File: src/rtl/md_unit.sv
// -----------------------------------------------------------------------------
// md_unit
// Multiply/divide unit with HI/LO registers for a MIPS-style pipeline.
//
// A Start strobe is accepted only while the unit is idle. mult/multu/div/divu
// latch their operands and run for a fixed number of cycles, then write
// {HI,LO} at the edge that ends the busy window. mthi/mtlo write A straight
// into HI or LO at the accepting edge and never raise Busy.
//
// Ports
//   clk    in   1   clock, all state updates on the rising edge
//   reset  in   1   synchronous active-high reset
//   Start  in   1   one-cycle command strobe
//   MDOp   in   3   000 none, 001 mult, 010 multu, 011 div, 100 divu,
//                   101 mthi, 110 mtlo, 111 reserved
//   A      in  32   rs operand
//   B      in  32   rt operand
//   Busy   out  1   high while a mult/div is in flight
//   HI     out 32   HI register
//   LO     out 32   LO register
// -----------------------------------------------------------------------------
module md_unit #(
    parameter int MULT_CYCLES = 5,
    parameter int DIV_CYCLES  = 10
) (
    input  logic        clk,
    input  logic        reset,
    input  logic        Start,
    input  logic [2:0]  MDOp,
    input  logic [31:0] A,
    input  logic [31:0] B,
    output logic        Busy,
    output logic [31:0] HI,
    output logic [31:0] LO
);

    localparam logic [2:0] OP_NONE  = 3'b000;
    localparam logic [2:0] OP_MULT  = 3'b001;
    localparam logic [2:0] OP_MULTU = 3'b010;
    localparam logic [2:0] OP_DIV   = 3'b011;
    localparam logic [2:0] OP_DIVU  = 3'b100;
    localparam logic [2:0] OP_MTHI  = 3'b101;
    localparam logic [2:0] OP_MTLO  = 3'b110;

    localparam int CNT_MAX = (MULT_CYCLES > DIV_CYCLES) ? MULT_CYCLES : DIV_CYCLES;
    localparam int CNT_W   = $clog2(CNT_MAX + 1);

    logic [CNT_W-1:0] r_cnt;
    logic [31:0]      r_a;
    logic [31:0]      r_b;
    logic [2:0]       r_op;
    logic [31:0]      r_hi;
    logic [31:0]      r_lo;

    logic             w_signed_op;
    logic             w_is_div;
    logic [31:0]      w_a_mag;
    logic [31:0]      w_b_mag;
    logic [31:0]      w_opa;
    logic [31:0]      w_opb;
    logic [63:0]      w_prod;
    logic [31:0]      w_quot;
    logic [31:0]      w_rem;
    logic             w_res_neg;
    logic             w_rem_neg;
    logic [31:0]      w_res_hi;
    logic [31:0]      w_res_lo;
    logic             w_res_we;

    assign Busy = (r_cnt != '0);
    assign HI   = r_hi;
    assign LO   = r_lo;

    // Signed ops run on magnitudes through the same unsigned multiplier and
    // divider, then fix the sign. |0x80000000| is still representable as an
    // unsigned 32-bit value, so 0x80000000 / -1 lands on 0x80000000 naturally.
    assign w_signed_op = (r_op == OP_MULT) || (r_op == OP_DIV);
    assign w_is_div    = (r_op == OP_DIV) || (r_op == OP_DIVU);
    assign w_a_mag     = r_a[31] ? (~r_a + 32'd1) : r_a;
    assign w_b_mag     = r_b[31] ? (~r_b + 32'd1) : r_b;
    assign w_opa       = w_signed_op ? w_a_mag : r_a;
    assign w_opb       = w_signed_op ? w_b_mag : r_b;

    assign w_prod      = {32'd0, w_opa} * {32'd0, w_opb};
    assign w_quot      = (w_opb == 32'd0) ? 32'd0 : (w_opa / w_opb);
    assign w_rem       = (w_opb == 32'd0) ? 32'd0 : (w_opa % w_opb);

    assign w_res_neg   = w_signed_op && (r_a[31] ^ r_b[31]);
    // Remainder follows the dividend's sign (truncating division).
    assign w_rem_neg   = (r_op == OP_DIV) && r_a[31];

    always_comb begin
        w_res_hi = r_hi;
        w_res_lo = r_lo;
        w_res_we = 1'b0;
        if (w_is_div) begin
            // Divide by zero burns the full busy window but leaves HI/LO alone.
            w_res_we = (r_b != 32'd0);
            w_res_lo = w_res_neg ? (~w_quot + 32'd1) : w_quot;
            w_res_hi = w_rem_neg ? (~w_rem + 32'd1) : w_rem;
        end else if ((r_op == OP_MULT) || (r_op == OP_MULTU)) begin
            w_res_we = 1'b1;
            {w_res_hi, w_res_lo} = w_res_neg ? (~w_prod + 64'd1) : w_prod;
        end
    end

    always_ff @(posedge clk) begin
        if (reset) begin
            r_cnt <= '0;
            r_hi  <= 32'd0;
            r_lo  <= 32'd0;
            r_a   <= 32'd0;
            r_b   <= 32'd0;
            r_op  <= OP_NONE;
        end else if (r_cnt != '0) begin
            r_cnt <= r_cnt - 1'b1;
            if ((r_cnt == CNT_W'(1)) && w_res_we) begin
                r_hi <= w_res_hi;
                r_lo <= w_res_lo;
            end
        end else if (Start) begin
            case (MDOp)
                OP_MULT, OP_MULTU: begin
                    r_a   <= A;
                    r_b   <= B;
                    r_op  <= MDOp;
                    r_cnt <= CNT_W'(MULT_CYCLES);
                end
                OP_DIV, OP_DIVU: begin
                    r_a   <= A;
                    r_b   <= B;
                    r_op  <= MDOp;
                    r_cnt <= CNT_W'(DIV_CYCLES);
                end
                OP_MTHI: r_hi <= A;
                OP_MTLO: r_lo <= A;
                default: ;
            endcase
        end
    end

endmodule

File: config.mk
export PLATFORM = sky130hd
export DESIGN_NAME = md_unit
export DESIGN_NICKNAME = d
export VERILOG_FILES = /design/src/rtl/md_unit.sv
export SDC_FILE = /design/constraint.sdc
export NUM_CORES = 2
export LEC_CHECK = 0
export ABC_AREA = 1
export BUFFER_PORTS_ARGS = -buffer_cell sky130_fd_sc_hd__buf_2
export CORE_ASPECT_RATIO = 0.8
export CORE_MARGIN = 2
export CORE_UTILIZATION = 45
export CTS_CLUSTER_SIZE = 16
export DETAILED_ROUTE_END_ITERATION = 7
export SLEW_MARGIN = 20
export SYNTH_ARGS = -nofsm -noshare
export SYNTH_HDL_FRONTEND = slang
export SYNTH_SLANG_ARGS = --single-unit
File: constraint.sdc
create_clock -name clk -period 92.5 [get_ports clk]
set_clock_uncertainty 0.1 [all_clocks]
set_input_delay 18.5 -clock clk [delete_from_list [all_inputs] [get_ports clk]]
set_output_delay 18.5 -clock clk [all_outputs]
set_load 0.02 [all_outputs]
==> flow_metrics.env <==
export IMPL_hold_start="r_cnt[1]"
export IMPL_rsz0062_at_grt="no"
export IMPL_synth_edf_count=0
export IMPL_holdCritPathClass="flip-flop to flip-flop"
export IMPL_track_usage_pct=36.3
export IMPL_synth_seq_area_share_pct=3.68
export IMPL_routedWlPerCell_um=23.2
export IMPL_drt_first_pass_iters=6
export IMPL_vias_per_cell=5.65
export IMPL_slew_headroom_pct=25.6
export IMPL_synth_commonest_cells="2894 x nand2_1, 2075 x inv_1, 897 x fa_1, 804 x ha_1, 746 x nor2_1"
export IMPL_status="complete, no violations"
export IMPL_nets=12800
export IMPL_port_buffers=134
export IMPL_utilization_pct=47.7
export IMPL_cp_end_kind="flip-flop"
export IMPL_async_flop_share_pct=0
export IMPL_start_util_pct=45.3
export IMPL_synthToLayoutAreaGrowth_pct=5.10
export IMPL_avgSynthCellArea_sq_um=6.62
export IMPL_crit_path_frequent_cell="nand2_1"
export IMPL_setup_viol=0
export IMPL_critPathBufInv=85
export IMPL_worst_slew_pin_slew_ns=1.11
export IMPL_ys_types=90
export IMPL_max_stage_delay_ns=0.69
export IMPL_cp_start_kind="flip-flop"
export IMPL_grt_pass1_vias=71100
export IMPL_fp_dieH_um=365
export IMPL_cts_sinks=135
export IMPL_worstPathRequired_ns=92.74
export IMPL_drive_gt1_share_pct=6.96
export IMPL_drv_cap=0
export IMPL_critPathMaxFanout=47
export IMPL_cts_buffer_depth=2
export IMPL_cts_tree="done"
export IMPL_synth_top_area_cell="fa_1"
export IMPL_crit_family="compound AO/OA/AOI/OAI gates"
export IMPL_r2r_start="r_a[0]"
export IMPL_path_clk_slew_ns=0.07
export IMPL_holdPathStages=2
export IMPL_gp_congestion=1.02
export IMPL_dp_hpwl_um=247000
export IMPL_finalSetupTns_ns=0
export IMPL_grt_max_degree=76
export IMPL_fmax_mhz=12.0
export IMPL_met1_usage_pct=50.8
export IMPL_synth_cells=11100
export IMPL_fp_row_count=132
export IMPL_busiest_layer="met2"
export IMPL_worstSkewPairLatency_ns=0.50
export IMPL_ant_nets=0
export IMPL_instances_no_fill=13200
export IMPL_grt_ovfl_total=0
export IMPL_cts_setup_buffers=0
export IMPL_root_buffer="clkbuf_16"
export IMPL_yosysWarnings=0
export IMPL_critPathSlowestCell="dfxtp_1"
export IMPL_ff2ff_path_depth=554
export IMPL_yosys_register_bits=135
export IMPL_syn_nets=12800
export IMPL_final_period_utilization_pct=90.1
export IMPL_post_place_cells=13200
export IMPL_synth_flop_cell="dfxtp_1"
export IMPL_hold_path_end="r_cnt[1]"
export IMPL_grt_pass1_wl_um=455000
export IMPL_critPathKind="flip-flop to flip-flop"
export IMPL_fin_crit_ns=83.31
export IMPL_yosysTopAreaCellShare_pct=24.5
export IMPL_ctsHtreeMaxLevel=4
export IMPL_die_w_um=456
export IMPL_core_area_sq_um=162000
export IMPL_drtIter0Drc=8151
export IMPL_synth_most_common_cell="nand2_1"
export IMPL_met3_usage_pct=8.63
export IMPL_ff2ff_setup_slack_ns=9.19
export IMPL_vias=74600
export IMPL_wl_um=306000
export IMPL_cts_hold_buffers_added=0
export IMPL_ys_top_cells_by_area="fa_1 24%, nand2_1 15%, ha_1 14%"
export IMPL_ios=135
export IMPL_syn_area_sq_um=73400
export IMPL_drv_slew=0
export IMPL_cts_made_buffers=17
export IMPL_grt_use_met2_pct=53.9
export IMPL_finalHoldViolCount=0
export IMPL_grt_antenna_before_repair=20
export IMPL_regToRegEndpoint="LO[31]"
export IMPL_crit_arrival_ns=83.56
export IMPL_drc=0
export IMPL_die_area_sq_um=166000
[worst register-to-register path: cells and delay by family (launching register included)]
family | cells | cell delay, ns
flip-flops | 1 | 0.69
AND/OR/NAND/NOR | 268 | 30.09
buffers and inverters | 85 | 10.36
XOR/XNOR | 5 | 0.76
AO/OA/AOI/OAI | 164 | 30.76
adder cells (fa/ha/maj) | 32 | 10.39
[kinds of logic (layout without fill, tap and decap cells)]
group	Yosys count	count (layout)	synth area share, %
and+or+nand+nor	4709	4709	27.3
buffers and inverters	2500	2480	13.2
adders and majority gates	1701	1701	38.2
AOI/OAI and AO/OA	1617	1617	12.6
xor gates and xnor gates	416	416	4.96
DFF	135	135	3.68
other	0	3	0
[flip-flops by register name (all words and copies together) (netlist names)]
name   cells
r_b       32
LO        32
r_cnt      4
HI        32
r_op       3
r_a       32
[routing by layer]
metal  vias up  wire [um]
met2      3636     125000
met5         -        141
met4        20      13800
li1      34600          -
met3       584      33200
met1     35700     134000
[repair_timing]
item	CTS	global route
resized for setup	0	6
endpoints found under the hold margin	0	0
endpoints found under the setup margin	0	44
[metrics by stage]
stage / hold slack (ns) / setup slack, ns / instance area, sq um
final: 0.418 / 9.19 / 77100
after global routing: 0.432 / 0.0394 / 77100
after CTS: 0.415 / 9.28 / 77100
after detailed placement: 0.405 / 9.53 / 76500
after global placement: 0.393 / 10.78 / 76500
after floorplan: 0.357 / 23.92 / 73400
[worst max path at each step]
stage | endpoint | cells past startpoint | start | slack, ns
6_report | LO[31] | 554 | r_a[0] | 9.19
5_1_grt | LO[30] | 583 | r_b[0] | 0.04
4_1_cts | LO[31] | 550 | r_a[0] | 9.28
3_5_place_dp | LO[31] | 553 | r_a[0] | 9.53
3_3_place_gp | LO[31] | 534 | r_a[0] | 10.78
2_1_floorplan | HI[31] | 582 | r_b[0] | 23.92
[final cells by class]
cell class	count	area, sq um
multi-input cells	8443	61100
repair buffers	301	1950
clock buffers	19	443
fillers	16800	84700
inverters	2147	8080
well taps	2144	2680
clock inverters	13	146
flip-flops and latches	135	2700
diodes	3	7.51
[cell usage in the layout (no fill, tap or decap), types with 34 or more instances in the layout]
cell	count
a21oi_1	704
a31oi_1	94
buf_2	134
buf_4	165
dfxtp_1	135
fa_1	897
ha_1	804
inv_1	2068
inv_2	54
nand2_1	2885
nand2_2	81
nand3_1	435
nand3b_1	34
nand4_1	93
nor2_1	742
nor3_1	131
nor4_1	38
o21ai_0	405
o21ai_1	85
o21bai_1	36
or2_2	117
xnor2_1	160
xor2_1	255
Power is left out: the tool's default activity adds up to more than one toggle a clock period on the data nets, which glitch-free logic cannot reach.
